--- config.mk ---
export PLATFORM = sky130hd
export DESIGN_NAME = fadd_align_cal_flat
export DESIGN_NICKNAME = d
export VERILOG_FILES = /design/src/rtl/fadd_align_cal_if.sv /design/src/rtl/fadd_align_cal.sv /design/src/flat_wrapper.sv
export SDC_FILE = /design/constraint.sdc
export NUM_CORES = 1
export LEC_CHECK = 0
export ABC_CLOCK_PERIOD_IN_PS = 9170
export CAP_MARGIN = 20
export CORE_AREA = 2 2 111 113
export CTS_BUF_LIST = sky130_fd_sc_hd__clkbuf_8 sky130_fd_sc_hd__clkbuf_16
export DETAILED_ROUTE_END_ITERATION = 10
export DIE_AREA = 0 0 113 115
export PLACE_DENSITY = 0.78
export RECOVER_POWER = 100
export SYNTH_ARGS = -nofsm -noshare
export SYNTH_HDL_FRONTEND = slang
export SYNTH_SLANG_ARGS = --single-unit
--- constraint.sdc ---
create_clock -name clk -period 9.17 [get_ports clk]
set_clock_uncertainty 0.15 [all_clocks]
set_input_delay 1.834 -clock clk [delete_from_list [all_inputs] [get_ports clk]]
set_output_delay 1.834 -clock clk [all_outputs]
set_load 0.01 [all_outputs]
--- src/rtl/fadd_align_cal_if.sv ---
// Operand/result bundle between the fp16 adder front end and its neighbours.
// Latency: n/a (wires only).
// Backpressure: in_valid/in_ready on the operand side, out_valid/out_ready on the result side.
interface fadd_align_cal_if;
    logic        in_valid;
    logic        in_ready;
    logic [15:0] a;
    logic [15:0] b;
    logic        sub;
    logic [1:0]  rm_i;
    logic        out_valid;
    logic        out_ready;
    logic [14:0] cal_frac;
    logic [4:0]  temp_exp;
    logic        sign;
    logic        is_nan;
    logic        is_inf;
    logic [9:0]  inf_nan_frac;
    logic [1:0]  rm;

    // Producer of operands / consumer of results.
    modport master (
        output in_valid, a, b, sub, rm_i, out_ready,
        input  in_ready, out_valid, cal_frac, temp_exp, sign, is_nan, is_inf,
               inf_nan_frac, rm
    );

    // The alignment/add stage itself.
    modport slave (
        input  in_valid, a, b, sub, rm_i, out_ready,
        output in_ready, out_valid, cal_frac, temp_exp, sign, is_nan, is_inf,
               inf_nan_frac, rm
    );
endinterface

--- src/rtl/fadd_align_cal.sv ---
// fp16 adder front end: unpack/swap, align smaller operand with G/R/S, effective add/sub.
// Latency: 2 cycles from accepted operands to out_valid; throughput 1 per cycle.
// Backpressure: elastic 2-stage pipe, in_ready = s1 empty or s2 able to advance; outputs hold while stalled.
module fadd_align_cal (
    input  logic            clk,
    input  logic            rst,
    fadd_align_cal_if.slave io
);

    logic s1_valid;
    logic out_valid_q;
    logic s1_load;
    logic s2_load;

    assign s2_load     = ~out_valid_q | io.out_ready;
    assign s1_load     = ~s1_valid | s2_load;
    assign io.in_ready = s1_load;

    // ---------------- stage 1: unpack, swap, shift amount, special detect
    logic       eb_sign;
    logic       a_large;
    logic       sign_l;
    logic       sign_s;
    logic [4:0] exp_l;
    logic [4:0] exp_s;
    logic [9:0] frac_l;
    logic [9:0] frac_s;
    logic [13:0] large_d;
    logic [13:0] small_d;
    logic [4:0] shamt_d;
    logic       op_sub_d;
    logic       a_nan, b_nan, a_inf, b_inf;
    logic       nan_d;
    logic       inf_d;

    // Order operands by magnitude and derive the alignment distance.
    always_comb begin
        eb_sign = io.b[15] ^ io.sub;
        a_large = (io.a[14:0] >= io.b[14:0]);
        sign_l  = io.a[15];
        sign_s  = eb_sign;
        exp_l   = io.a[14:10];
        exp_s   = io.b[14:10];
        frac_l  = io.a[9:0];
        frac_s  = io.b[9:0];
        if (!a_large) begin
            sign_l = eb_sign;
            sign_s = io.a[15];
            exp_l  = io.b[14:10];
            exp_s  = io.a[14:10];
            frac_l = io.b[9:0];
            frac_s = io.a[9:0];
        end
        large_d  = {(exp_l != 5'd0), frac_l, 3'b000};
        small_d  = {(exp_s != 5'd0), frac_s, 3'b000};
        // A denormal sits at effective exponent 1, so it is one step closer.
        shamt_d  = exp_l - exp_s - {4'b0000, (exp_l != 5'd0) && (exp_s == 5'd0)};
        op_sub_d = sign_l ^ sign_s;
        a_nan    = (io.a[14:10] == 5'h1f) && (io.a[9:0] != 10'd0);
        b_nan    = (io.b[14:10] == 5'h1f) && (io.b[9:0] != 10'd0);
        a_inf    = (io.a[14:10] == 5'h1f) && (io.a[9:0] == 10'd0);
        b_inf    = (io.b[14:10] == 5'h1f) && (io.b[9:0] == 10'd0);
        nan_d    = a_nan | b_nan | (a_inf & b_inf & op_sub_d);
        inf_d    = a_inf | b_inf;
    end

    logic        s1_sign_l;
    logic [4:0]  s1_exp_l;
    logic [13:0] s1_large;
    logic [13:0] s1_small;
    logic [4:0]  s1_shamt;
    logic        s1_op_sub;
    logic [1:0]  s1_rm;
    logic        s1_nan;
    logic        s1_inf;

    // Stage 1 register: advances whenever it is empty or stage 2 drains.
    always_ff @(posedge clk or posedge rst) begin
        if (rst) begin
            s1_valid  <= 1'b0;
            s1_sign_l <= 1'b0;
            s1_exp_l  <= 5'd0;
            s1_large  <= 14'd0;
            s1_small  <= 14'd0;
            s1_shamt  <= 5'd0;
            s1_op_sub <= 1'b0;
            s1_rm     <= 2'd0;
            s1_nan    <= 1'b0;
            s1_inf    <= 1'b0;
        end else if (s1_load) begin
            s1_valid  <= io.in_valid;
            s1_sign_l <= sign_l;
            s1_exp_l  <= exp_l;
            s1_large  <= large_d;
            s1_small  <= small_d;
            s1_shamt  <= shamt_d;
            s1_op_sub <= op_sub_d;
            s1_rm     <= io.rm_i;
            s1_nan    <= nan_d;
            s1_inf    <= inf_d;
        end
    end

    // ---------------- stage 2: align with sticky, add/sub, sign and specials
    logic [13:0] shifted;
    logic [13:0] sticky_mask;
    logic [13:0] aligned;
    logic [14:0] sum_d;
    logic        sign_d;
    logic [9:0]  inf_frac_d;

    // Align the small operand, fold shifted-out bits into the sticky position.
    always_comb begin
        shifted     = s1_small >> s1_shamt;
        sticky_mask = (14'd1 << s1_shamt) - 14'd1;
        if (s1_shamt >= 5'd14) begin
            aligned = {13'd0, |s1_small};
        end else begin
            aligned = {shifted[13:1], shifted[0] | (|(s1_small & sticky_mask))};
        end
        if (s1_op_sub) begin
            sum_d = {1'b0, s1_large} - {1'b0, aligned};
        end else begin
            sum_d = {1'b0, s1_large} + {1'b0, aligned};
        end
        // NaN results are emitted as the canonical positive quiet NaN.
        sign_d     = s1_sign_l;
        inf_frac_d = 10'd0;
        if (s1_nan) begin
            sign_d     = 1'b0;
            inf_frac_d = 10'h200;
        end else if (s1_inf) begin
            sign_d = s1_sign_l;
        end else if (s1_op_sub && (sum_d == 15'd0)) begin
            sign_d = (s1_rm == 2'b01);
        end
    end

    logic [14:0] cal_frac_q;
    logic [4:0]  temp_exp_q;
    logic        sign_q;
    logic        is_nan_q;
    logic        is_inf_q;
    logic [9:0]  inf_frac_q;
    logic [1:0]  rm_q;

    // Output register: holds steady while downstream stalls.
    always_ff @(posedge clk or posedge rst) begin
        if (rst) begin
            out_valid_q <= 1'b0;
            cal_frac_q  <= 15'd0;
            temp_exp_q  <= 5'd0;
            sign_q      <= 1'b0;
            is_nan_q    <= 1'b0;
            is_inf_q    <= 1'b0;
            inf_frac_q  <= 10'd0;
            rm_q        <= 2'd0;
        end else if (s2_load) begin
            out_valid_q <= s1_valid;
            cal_frac_q  <= sum_d;
            temp_exp_q  <= s1_exp_l;
            sign_q      <= sign_d;
            is_nan_q    <= s1_nan;
            is_inf_q    <= s1_inf & ~s1_nan;
            inf_frac_q  <= inf_frac_d;
            rm_q        <= s1_rm;
        end
    end

    assign io.out_valid    = out_valid_q;
    assign io.cal_frac     = cal_frac_q;
    assign io.temp_exp     = temp_exp_q;
    assign io.sign         = sign_q;
    assign io.is_nan       = is_nan_q;
    assign io.is_inf       = is_inf_q;
    assign io.inf_nan_frac = inf_frac_q;
    assign io.rm           = rm_q;

endmodule

--- src/flat_wrapper.sv ---
// flat-port wrapper written by rule: the top's interface ports become plain ports
module fadd_align_cal_flat 
  (clk, rst, io_in_valid, io_a, io_b, io_sub, io_rm_i, io_out_ready, io_in_ready, io_out_valid, io_cal_frac, io_temp_exp, io_sign, io_is_nan, io_is_inf, io_inf_nan_frac, io_rm);
  fadd_align_cal_if io_i ();
  input  logic clk;
  input  logic rst;
  input wire logic [$bits(io_i.in_valid)-1:0] io_in_valid;
  input wire logic [$bits(io_i.a)-1:0] io_a;
  input wire logic [$bits(io_i.b)-1:0] io_b;
  input wire logic [$bits(io_i.sub)-1:0] io_sub;
  input wire logic [$bits(io_i.rm_i)-1:0] io_rm_i;
  input wire logic [$bits(io_i.out_ready)-1:0] io_out_ready;
  output wire logic [$bits(io_i.in_ready)-1:0] io_in_ready;
  output wire logic [$bits(io_i.out_valid)-1:0] io_out_valid;
  output wire logic [$bits(io_i.cal_frac)-1:0] io_cal_frac;
  output wire logic [$bits(io_i.temp_exp)-1:0] io_temp_exp;
  output wire logic [$bits(io_i.sign)-1:0] io_sign;
  output wire logic [$bits(io_i.is_nan)-1:0] io_is_nan;
  output wire logic [$bits(io_i.is_inf)-1:0] io_is_inf;
  output wire logic [$bits(io_i.inf_nan_frac)-1:0] io_inf_nan_frac;
  output wire logic [$bits(io_i.rm)-1:0] io_rm;
  assign io_i.in_valid = io_in_valid;
  assign io_i.a = io_a;
  assign io_i.b = io_b;
  assign io_i.sub = io_sub;
  assign io_i.rm_i = io_rm_i;
  assign io_i.out_ready = io_out_ready;
  assign io_in_ready = io_i.in_ready;
  assign io_out_valid = io_i.out_valid;
  assign io_cal_frac = io_i.cal_frac;
  assign io_temp_exp = io_i.temp_exp;
  assign io_sign = io_i.sign;
  assign io_is_nan = io_i.is_nan;
  assign io_is_inf = io_i.is_inf;
  assign io_inf_nan_frac = io_i.inf_nan_frac;
  assign io_rm = io_i.rm;
  fadd_align_cal u_core (.clk(clk), .rst(rst), .io(io_i));
endmodule
## After elaboration in Yosys (flattened, before gate mapping)

Index checks and enable logic that the tools add are counted.

| word-level totals | value |
|---|---|
| register bits | 75 |
| word-level logic and storage cells | 73 |

| cells by class | value |
|---|---|
| $add $sub $neg | 5 |
| shift-type cells | 2 |
| bitwise operators | 15 |
| mux-type cells | 12 |
| reductions and logical operators | 16 |
| magnitude comparators | 2 |
| equal/unequal tests | 3 |

Operator list:

| kind | number |
|---|---|
| $mux W10 | 3 |
| $logic_not A10 Y1 | 2 |
| $reduce_bool A10 Y1 | 2 |
| $add A14 B14 Y15 | 1 |
| $ge A15 B15 Y1 | 1 |
| $logic_not A15 Y1 | 1 |
| $mux W15 | 1 |
| $sub A14 B14 Y15 | 1 |
| $and A14 B14 Y14 | 1 |
| $mux W14 | 1 |
| $reduce_or A14 Y1 | 1 |
| $shl A1 B5 Y14 const A | 1 |
| $shr A14 B5 Y14 | 1 |
| $sub A14 B1 Y14 const B | 1 |
| $reduce_or A11 Y1 | 1 |
| $eq A5 B5 Y1 const B | 2 |
| $mux W5 | 2 |
| $reduce_bool A5 Y1 | 2 |
| $logic_and A1 B1 Y1 | 6 |
| $or A1 B1 Y1 | 6 |
| $ge A5 B4 Y1 const B | 1 |
| $logic_not A5 Y1 | 1 |
| $mux W1 | 5 |
| $sub A5 B1 Y5 | 1 |
| other kinds (5) | 10 |

## Longest topological paths before layout

| logic depth | value |
|---|---|
| depth after elaboration | 13 |
| gate-level depth with buffers | 22 |
| mapped depth without buffers | 20 |

## Least setup slack after synthesis

OpenSTA, ideal clock, no wires.

| path | value |
|---|---|
| path type | in2reg |
| start point | input io_a[0] |
| end point | register u_core.s1_shamt[4] |
| required time | 8.887 ns |
| stages | 19 |
| arrival | 5.491 ns |
| slack | 3.396 ns |
| cell sequence | inv_1 ha_1 nand2b_1 a21o_1 a21o_1 a21o_1 a21oi_1 o21ai_0 a211oi_1 clkbuf_1 clkbuf_1 a21oi_1 fa_1 fa_1 nand2b_1 a21oi_1 xor2_1 xnor2_1 o21ai_0 |

| on the way | value |
|---|---|
| cells in the longest elaborated chain, start to end | 5 |
| elaborated cells between the ends (all ways) | 8 |

Ends and longest elaborated chain:

| item | RTL line | source |
|---|---|---|
| from (decl) | flat_wrapper.sv:8 | `input wire logic [$bits(io_i.a)-1:0] io_a;` |
| $ge A15 B15 Y1 (*) | fadd_align_cal.sv:39 | `a_large = (io.a[14:0] >= io.b[14:0]);` |
| branches (longest 3 deep; another with $sub A5 B5 Y5) | n/a |  |
| $sub A5 B1 Y5 (*) | fadd_align_cal.sv:57 | `shamt_d = exp_l - exp_s - {4'b0000, (exp_l != 5'd0) && (exp_s == 5'd0)};` |
| to (signal assigned) | fadd_align_cal.sv:96 | `s1_shamt <= shamt_d;` |
| to (decl) | fadd_align_cal.sv:71 | `logic [4:0] s1_shamt;` |

Every way passes the cells marked *.
A chain may end at the register's enable or synchronous reset.

## Worst setup path in the final report

| path | value |
|---|---|
| start point | input io_a[0] |
| end point | register u_core.s1_shamt[4] |

| on the way | value |
|---|---|
| cells in the longest elaborated chain, start to end | 5 |
| elaborated cells between the ends (all ways) | 8 |

Ends and longest elaborated chain:

| item | RTL line | source |
|---|---|---|
| $ge A15 B15 Y1 (*) | fadd_align_cal.sv:39 |  |
| $mux W5 (*) | fadd_align_cal.sv:46 | `if (!a_large) begin` |
| net u_core.exp_l[0] | fadd_align_cal.sv:24 | `logic [4:0] exp_l;` |
| branches (longest 2 deep; another with $sub A5 B5 Y5) | n/a |  |
| $sub A5 B1 Y5 (*) | fadd_align_cal.sv:57 |  |

Mark *: on every way through the listed nets, which the timed path passes.

==> out/metrics.cfg <==
[clocking]
clockBufferDepth=2
clk-insertion-delay-late_ns=0.33
tritoncts=done
numCtsBuffers=9
cts_hold_buf=0
cts_root_buf=clkbuf_16
htree_levels=3
clkTransAtPathRegs_ns=0.06
cts.sinks=65
cts_resized=0
post_cts_buffers=0

[power_and_ir_drop]
p_per_area_mw_per_mm2=240
power_mw=1.58
peakVddDrop_mv=0.0915
p_leak_nw=2.96

[sta]
final_max_slew_viol_count=115
slew_headroom_pct=-121
tightest_slew_ns=3.31
layout_min_cycle_time_ns=7.66
fmax_ghz=0.131
timing.hold.ws_ns=0.312
rsz0062_at_grt=false
hold_violations=0
post-route-period-util_pct=83.5
finalSetupTns_ns=0
setup_viol=0

[synth]
ys_seq_area_share_pct=28.8
yosysTopAreaCell=dfrtp_1
synth_cell_type_count=83
avgSynthCellArea_um2=8.15
ys_async_sr_fraction_pct=100
ys_warn_count=0
synth_top_flop_cell=dfrtp_1
yosys.area.top_type_share_pct=28.8
yosys-top-cells-area=dfrtp_1, ha_1, nand2_1, o21ai_0, nor2_1
synthCells=694
ys_top_cells_by_count=nand2_1, nor2_1, dfrtp_1, o21ai_0, inv_1
synth_most_common_cell=nand2_1
syn_area_mm2=0.00565
synth_edf_count=0
ys_ff_latch=65

[detailed_routing]
drc=4
drt_wl_total_um=14400
drt-wirelength-per-cell_um=16.2
via_per_inst=5.79
drtPass1Iterations=8
ant_nets=0
vias=5138
drt_iter0_drc=418

[hold_path]
hp-class=flop to flop
holdPathEnd=u_core.io.temp_exp[4]$_DFFE_PP0P_
hold-path-cell-count=2
hp-start=u_core.io.temp_exp[4]$_DFFE_PP0P_

[critical_path]
crit_top_cell=a21o_1
crit_path_max_incr_delay_ns=1.97
critPathArrivalTime_ns=7.69
critPathTopFamily=compound AO/OA/AOI/OAI gates
crit_type=input port to flop
reg2reg_to=u_core.io.sign$_DFFE_PP0P_
crit_slowest_cell=a211oi_1
cp.required_ns=9.21
reg2reg_from=u_core.s1_shamt[1]$_DFFE_PP0P_
start_kind=input port
crit_fanout=19
worstPathCellList=dlygate4sd3_1, inv_1, ha_1, nand2b_1, a21o_1, a21o_1, a21o_1, a21oi_1, o21ai_0, a211oi_1, mux2_1, fa_1, fa_1, nand2b_1, a21oi_1, xor2_1, xnor2_1, o21ai_0
critPathBufInv=2
regToRegSetupSlack_ns=3.60
endpoint_kind=flop
r2r_cells=15

[run_status]
violations=DRC, capacitance limit, slew limit
status=finished, violations left

[floorplan]
core-area_mm2=0.0118
die_h_um=115
die_x_um=113
rows=40
die_area_mm2=0.0130
pin_count=76
start_util_pct=47.9

[grt]
grt_max_degree=66
track_usage_pct=22.3
grt_pass1_vias=4819
grt_first_pass_wirelength_um=23500
grt-ovfl-total=0
grt_antenna_before_repair=0

[finish]
fin_util_pct=55.6
diodes=0
finalNetCount=818
drive_gt1_share_pct=6.08
synthToLayoutAreaGrowth_pct=16.1

[flow_run]
drv_cap=3

[placement]
portBuffers=66
dpl.hpwl_um=11100
gp_congestion=0.910

-- worst register-to-register path, cell delays in order, from the launching register on --
cell	delay [ns]
dfrtp_1	0.98
mux2i_1	0.39
a2bb2oi_1	0.33
a31oi_1	0.13
or4_4	0.56
nand2_8	0.10
ha_1	0.30
o211a_1	0.24
nand3_1	0.08
o21a_1	0.24
a31oi_1	0.42
a21oi_1	0.26
xnor2_4	0.20
or4_1	0.48
nor4_1	0.40
mux2i_1	0.23
-- stage by stage --
| stage | worst slack, ns | cell area [um2] | cells |
|---|---|---|---|
| 2_1_floorplan | 3.40 | 5680 | 702 |
| 3_3_place_gp | 2.48 | 6270 | 871 |
| 3_5_place_dp | 2.40 | 6270 | 871 |
| 4_1_cts | 2.48 | 6620 | 887 |
| 5_1_grt | 1.19 | 6570 | 887 |
| 6_report | 1.51 | 6570 | 887 |
-- cell families (layout without fill, tap and decap cells) --
group                      Yosys count  after routing  synth area share (%)
and+or+nand+nor                    260            260                  21.9
AOI/OAI and AO/OA                  173            173                  19.7
buffers and inverters               96            134                  8.48
DFF                                 65             65                  28.8
adders and majority gates           44             44                  10.1
muxes                               41             41                  8.05
xor gates and xnor gates            14             14                  2.83
other                                1              9                0.0663
-- per-layer routing --
metal  part of all wire (%)  GRT usage (%)  vias up
met5                      0              0        -
met4                    2.7           7.72        0
met3                    4.8           3.27       24
met2                     46           35.7      164
met1                     46           31.1     2448
li1                       -              -     2502
-- worst max-delay path by stage --
stage | startpoint | endpoint | cells after the start
2_1_floorplan | io_a[0] | u_core.s1_shamt[4]$_DFFE_PP0P_ | 19
3_3_place_gp | io_a[0] | u_core.s1_shamt[4]$_DFFE_PP0P_ | 18
3_5_place_dp | io_a[0] | u_core.s1_shamt[4]$_DFFE_PP0P_ | 18
4_1_cts | io_out_ready | io_in_ready | 6
5_1_grt | io_a[0] | u_core.s1_shamt[4]$_DFFE_PP0P_ | 18
6_report | io_a[0] | u_core.s1_shamt[4]$_DFFE_PP0P_ | 18
-- registers in the layout (all words and copies together), names as in the netlist, 2 cells and up --
signal	count
u_core.io.cal_frac	15
u_core.io.temp_exp	5
u_core.s1_large	11
u_core.s1_shamt	5
u_core.s1_rm	2
u_core.io.rm	2
u_core.s1_exp_l	5
u_core.s1_small	11
-- cell usage in the layout, fill, tap and decap left out, types with 5 or more instances in the layout --
cell / count
nor4_1: 9
ha_1: 41
mux2_1: 8
a211oi_1: 6
mux2i_1: 26
clkdlybuf4s50_1: 35
clkbuf_16: 9
nor3_1: 13
nor2b_1: 6
o21ai_0: 54
a21oi_1: 43
nand2_1: 98
nand3_1: 11
xnor2_1: 9
nand2b_1: 10
conb_1: 9
inv_1: 47
nand4_1: 9
dlygate4sd3_1: 31
a21o_1: 9
dfrtp_1: 65
a31oi_1: 12
nor2_1: 71
or2_2: 5
-- power by group --
group	switching (mW)	leakage, nW	internal [mW]
combinational	0.402	2.03	0.325
clock	0.128	0.167	0.266
sequential	0.105	0.770	0.353
-- area by class of cell --
type / instances / area, um2
inverters: 49 / 184
clock buffers: 9 / 225
fillers: 1123 / 5250
multi-input cells: 541 / 3550
clock inverters: 7 / 119
repair buffers: 69 / 676
flip-flops and latches: 65 / 1630
well taps: 147 / 184
No activity file was read; power rests on OpenSTA's default activity.
